$ cat config.mk
export PLATFORM = sky130hd
export DESIGN_NAME = jk_counter
export DESIGN_NICKNAME = d
export VERILOG_FILES = /design/src/rtl/jk_pkg.sv /design/src/rtl/jk_cell.sv /design/src/rtl/jk_counter.sv
export SDC_FILE = /design/constraint.sdc
export NUM_CORES = 1
export LEC_CHECK = 0
export CAP_MARGIN = 5
export CORE_AREA = 2 2 39 41
export DETAILED_ROUTE_END_ITERATION = 8
export DIE_AREA = 0 0 41 43
export PLACE_DENSITY = 0.62
export SYNTH_ARGS = -nofsm -noshare
export SYNTH_HDL_FRONTEND = slang
export SYNTH_HIERARCHICAL = 1
export SYNTH_SLANG_ARGS = --single-unit
$ cat constraint.sdc
create_clock -name clk -period 2.1 [get_ports clk]
set_input_delay 0.315 -clock clk [delete_from_list [all_inputs] [get_ports clk]]
set_output_delay 0.315 -clock clk [all_outputs]
set_load 0.01 [all_outputs]
$ cat src/rtl/jk_pkg.sv
// -----------------------------------------------------------------------------
// jk_pkg
// Shared definitions for the JK-flip-flop based counter.
//   jk_mode_e  : JK excitation encoding {J,K}
//   jk_excite  : returns the {J,K} pair that moves a cell from cur to nxt
// -----------------------------------------------------------------------------
package jk_pkg;

    typedef enum logic [1:0] {
        HOLD   = 2'b00,
        RESET  = 2'b01,
        SET    = 2'b10,
        TOGGLE = 2'b11
    } jk_mode_e;

    // Minimal excitation: only set when rising, only reset when falling,
    // otherwise hold. TOGGLE is never requested by the counter.
    function automatic logic [1:0] jk_excite(input logic cur, input logic nxt);
        logic j_v;
        logic k_v;
        j_v = ~cur & nxt;
        k_v = cur & ~nxt;
        return {j_v, k_v};
    endfunction

endpackage : jk_pkg

$ cat src/rtl/jk_cell.sv
// -----------------------------------------------------------------------------
// jk_cell
// Single JK flip-flop storage cell.
// Ports:
//   clk  in  rising-edge clock
//   rst  in  asynchronous active-low reset, cell clears to 0
//   j    in  J excitation
//   k    in  K excitation
//   q    out stored bit
// -----------------------------------------------------------------------------
module jk_cell
    import jk_pkg::*;
(
    input  logic clk,
    input  logic rst,
    input  logic j,
    input  logic k,
    output logic q
);

    logic q_r;

    // JK state update: hold / reset / set / toggle selected by {J,K}
    always_ff @(posedge clk or negedge rst) begin
        if (!rst) begin
            q_r <= 1'b0;
        end else begin
            case (jk_mode_e'({j, k}))
                HOLD:    q_r <= q_r;
                RESET:   q_r <= 1'b0;
                SET:     q_r <= 1'b1;
                TOGGLE:  q_r <= ~q_r;
                default: q_r <= q_r;
            endcase
        end
    end

    assign q = q_r;

endmodule : jk_cell

$ cat src/rtl/jk_counter.sv
// -----------------------------------------------------------------------------
// jk_counter
// Synchronous mod-MODULUS up/down counter; every count bit is a jk_cell whose
// J/K inputs are derived from the present and next count.
// Parameters:
//   WIDTH    count width, 2**WIDTH >= MODULUS
//   MODULUS  sequence length, 2..2**WIDTH
// Ports:
//   clk   in   rising-edge clock
//   rst   in   asynchronous active-low reset
//   en    in   count enable
//   up    in   1 = increment, 0 = decrement
//   load  in   synchronous parallel load (priority over en)
//   din   in   load value, clamped to MODULUS-1
//   q     out  present count
//   tc    out  terminal count (combinational from q and up)
//   wrap  out  registered one-cycle pulse when q shows a wrapped value
// Build option:
//   JK_COUNTER_SAT_EN  saturate at the ends instead of wrapping; wrap stays 0
// -----------------------------------------------------------------------------
module jk_counter
    import jk_pkg::*;
#(
    parameter int WIDTH   = 4,
    parameter int MODULUS = 10
)(
    input  logic             clk,
    input  logic             rst,
    input  logic             en,
    input  logic             up,
    input  logic             load,
    input  logic [WIDTH-1:0] din,
    output logic [WIDTH-1:0] q,
    output logic             tc,
    output logic             wrap
);

    localparam logic [WIDTH-1:0] MAX_VAL  = WIDTH'(MODULUS - 1);
    localparam logic [WIDTH-1:0] ZERO_VAL = {WIDTH{1'b0}};
    localparam logic [WIDTH-1:0] ONE_VAL  = {{(WIDTH-1){1'b0}}, 1'b1};

    logic [WIDTH-1:0] q_r;
    logic [WIDTH-1:0] nxt_s;
    logic             wrap_nxt_s;
    logic [WIDTH-1:0] j_s;
    logic [WIDTH-1:0] k_s;
    logic             wrap_r;

    // Next-count selection: load (with clamp) > count > hold
    always_comb begin
        nxt_s      = q_r;
        wrap_nxt_s = 1'b0;
        if (load) begin
            // Comparing against MAX_VAL keeps the test inside WIDTH bits even
            // when MODULUS == 2**WIDTH.
            if (din > MAX_VAL) begin
                nxt_s = MAX_VAL;
            end else begin
                nxt_s = din;
            end
        end else if (en) begin
            if (up) begin
                if (q_r == MAX_VAL) begin
`ifdef JK_COUNTER_SAT_EN
                    nxt_s      = q_r;
                    wrap_nxt_s = 1'b0;
`else
                    nxt_s      = ZERO_VAL;
                    wrap_nxt_s = 1'b1;
`endif
                end else begin
                    nxt_s = q_r + ONE_VAL;
                end
            end else begin
                if (q_r == ZERO_VAL) begin
`ifdef JK_COUNTER_SAT_EN
                    nxt_s      = q_r;
                    wrap_nxt_s = 1'b0;
`else
                    nxt_s      = MAX_VAL;
                    wrap_nxt_s = 1'b1;
`endif
                end else begin
                    nxt_s = q_r - ONE_VAL;
                end
            end
        end else begin
            nxt_s      = q_r;
            wrap_nxt_s = 1'b0;
        end
    end

    // Per-bit J/K excitation; unchanged bits get J=K=0 (hold)
    always_comb begin
        j_s = {WIDTH{1'b0}};
        k_s = {WIDTH{1'b0}};
        for (int i = 0; i < WIDTH; i++) begin
            {j_s[i], k_s[i]} = jk_excite(q_r[i], nxt_s[i]);
        end
    end

    genvar gi;
    generate
        for (gi = 0; gi < WIDTH; gi++) begin : g_bit
            jk_cell u_cell (
                .clk (clk),
                .rst (rst),
                .j   (j_s[gi]),
                .k   (k_s[gi]),
                .q   (q_r[gi])
            );
        end
    endgenerate

    // Wrap pulse register, aligned with the wrapped value appearing on q
    always_ff @(posedge clk or negedge rst) begin
        if (!rst) begin
            wrap_r <= 1'b0;
        end else begin
            wrap_r <= wrap_nxt_s;
        end
    end

    assign q    = q_r;
    assign wrap = wrap_r;
    assign tc   = (up && (q_r == MAX_VAL)) || (!up && (q_r == ZERO_VAL));

endmodule : jk_counter

==> results_dict.tcl <==
set metrics [dict create \
    status "complete, no violations" \
    port_buffers 14 \
    crit_type "flop to primary output" \
    start_util_pct 30.6 \
    r2r_cells 6 \
    max_cap_violations 0 \
    fin_nets 82 \
    final_layout_size_suffix_gt1_share_pct 11.1 \
    post-route-util_pct 43.9 \
    synth_area_leaders "dfrtp_1, a21oi_1, nor2_1" \
    die_area_sq_um 1760 \
    p_leak_nw 0.267 \
    ys_async_sr_fraction_pct 100 \
    avgSynthCellArea_sq_um 7.69 \
    timing.critical_path.max_delay_family "buffers and inverters" \
    cts_max_level 1 \
    stdcell_area_sq_um 608 \
    fin_hold_ws_ns 0.299 \
    worstPathRequired_ns 1.78 \
    vias 434 \
    grt_start_max_net_pins 13 \
    worstReg2RegEnd "g_bit[1].u_cell/q" \
    yosys-top-cells-count "nor2_1, a21oi_1, dfrtp_1, o21ai_0, nor3_1" \
    endpoint_kind "primary output" \
    clockRootBuffer "clkbuf_4" \
    cts_sinks 5 \
    max_freq_mhz 569 \
    synth_edf_count 0 \
    report.final.slew_viol_count 0 \
    dpl_cell_area_sq_um 577 \
    first_global_vias 401 \
    layout_min_cycle_time_ns 1.76 \
    setup_violations 0 \
    grtUsageTotal_pct 14.1 \
    dp_slack_ns 0.0799 \
    areaGrowthSynthToFinish_pct 43.8 \
    clk_pin_slew_ns 0.05 \
    dp_hpwl_um 786 \
    ios 15 \
    numCtsBuffers 3 \
    antenna_found_initial 0 \
    worst_slack_ns 0.344 \
    ys.flop_type "dfrtp_1" \
    ys_ff_latch 5 \
    gr-total-overflow 0 \
    vias_per_cell 4.93 \
    yosysMostFrequentCell "nor2_1" \
    slew_headroom_pct 73.4 \
    crit_path_max_incr_delay_ns 0.61 \
    postSynthCellCount 55 \
    drtPass1Iterations 2 \
    cts_tree "yes" \
    clock_latency_ns 0.25 \
    synth_nets 64 \
    vdd_drop_max_uv 494 \
    diodes 0 \
    post-cts-setup-buffers 0 \
    rrSetupSlack_ns 0.67 \
    netlist_area_sq_um 423 \
    critPathLaunchType "flop" \
    core-area_sq_um 1380 \
    cts.path.max_buffers 2 \
    regToRegStartpoint "g_bit[0].u_cell/q" \
    yosysTopAreaCellShare_pct 29.6 \
    fin_cells 88 \
    ys_seq_area_share_pct 29.6 \
    placementRows 14 \
    power_uw 705 \
    tns_ns 0 \
    synth_top_area_cell "dfrtp_1" \
    p_per_area_nw_per_um2 1160 \
    slowest_stage "clkdlybuf4s50_1" \
    avgRoutedWirePerCell_um 11.8 \
    ant_nets 0 \
    cp_max_fo 12 \
    route.detailed.drc 0 \
    path_buf_inv 1 \
    final-hold-violation-count 0 \
    yosysUniqueCellTypes 24 \
    worst_pin_slew_ns 0.400 \
    grt_first_pass_wirelength_um 1700 \
    rsz0062_at_grt "false" \
    fin_skew_ns 0.00783 \
    n_fill_cell 157 \
    crit_chain "clkdlybuf4s50_1" \
    synth-warning-count 6 \
    hold_class "input pin to async pin" \
    die_x_um 41 \
    post-route-period-util_pct 83.6 \
    gp_congestion 0.775 \
    drtIter0Drc 1 \
    cp.arrival_ns 1.44 \
    dp_cells 84 \
    wl_um 1040 \
    die_height_um 43 \
]
[cells by family after synthesis]
family,Yosys count,share of synthesized area (%)
DFF,5,29.6
buffers and inverters,4,5.92
xor gates and xnor gates,2,4.14
AOI/OAI and AO/OA,18,23.7
and+or+nand+nor,26,36.7
[cell type report]
type	count	area, sq um	share of cell area [%]
tap	16	20.0	3.29
timing repair buffer	16	158	25.9
clock inverter	1	5.00	0.823
multi-input combinational	46	273	44.9
clock buffer	3	22.5	3.70
inverter	1	3.75	0.617
sequential	5	126	20.8
[per-layer routing]
layer / global-route usage [%] / part of all wire [%] / up-vias
li1: - / - / 237
met2: 19.4 / 45 / 7
met5: 0 / 0 / -
met3: 4.71 / 2.6 / 0
met4: 6.00 / 0 / 0
met1: 19.5 / 52 / 190
[worst max path at each step]
stage	start	to	slack, ns	cells after the start
after global placement	up	tc	0.10	5
after detailed placement	up	tc	0.08	5
after floorplan	g_bit[0].u_cell/q	tc	0.72	4
final	g_bit[1].u_cell/q	q[1]	0.34	1
after CTS	up	tc	0.06	5
after global routing	g_bit[1].u_cell/q	q[1]	0.28	1
[registers in the layout (all words and copies together), names as in the netlist]
signal	count
wrap	1
g_bit.u_cell/q	4
[cell usage in the layout (no fill, tap or decap)]
cell,netlist,final
nand2_1,3,3
nand3b_1,1,1
clkinv_2,0,1
nor2_1,9,9
dfrtp_1,5,4
xor2_1,1,1
o21ai_1,1,1
o21a_1,1,1
nor4_1,1,1
nor2b_1,1,1
and4_1,1,1
nor4b_4,1,1
dlymetal6s2s_1,0,1
and3_1,2,2
o211ai_1,1,1
xnor2_1,1,1
clkbuf_4,0,3
clkdlybuf4s50_1,0,13
a211oi_1,1,1
o21ai_0,5,5
inv_1,1,1
and2b_1,1,1
a21boi_0,1,1
buf_4,0,2
nor3_1,4,4
and3b_1,2,2
a21oi_1,8,8
dfrtp_2,0,1
[what timing repair did]
| item | in CTS | in global routing |
|---|---|---|
| endpoints found under the setup margin | 0 | 1 |
| hold buffers | 0 | 0 |
| resized for setup | 0 | 2 |
[where the power goes]
part | switching, mW | internal, mW | leakage [nW]
sequential | 0.0950 | 0.139 | 0.0589
clock | 0.0455 | 0.0692 | 0.0177
combinational | 0.162 | 0.195 | 0.191
total | 0.302 | 0.403 | 0.267
Note: power is estimated with default switching activity, not from simulation.
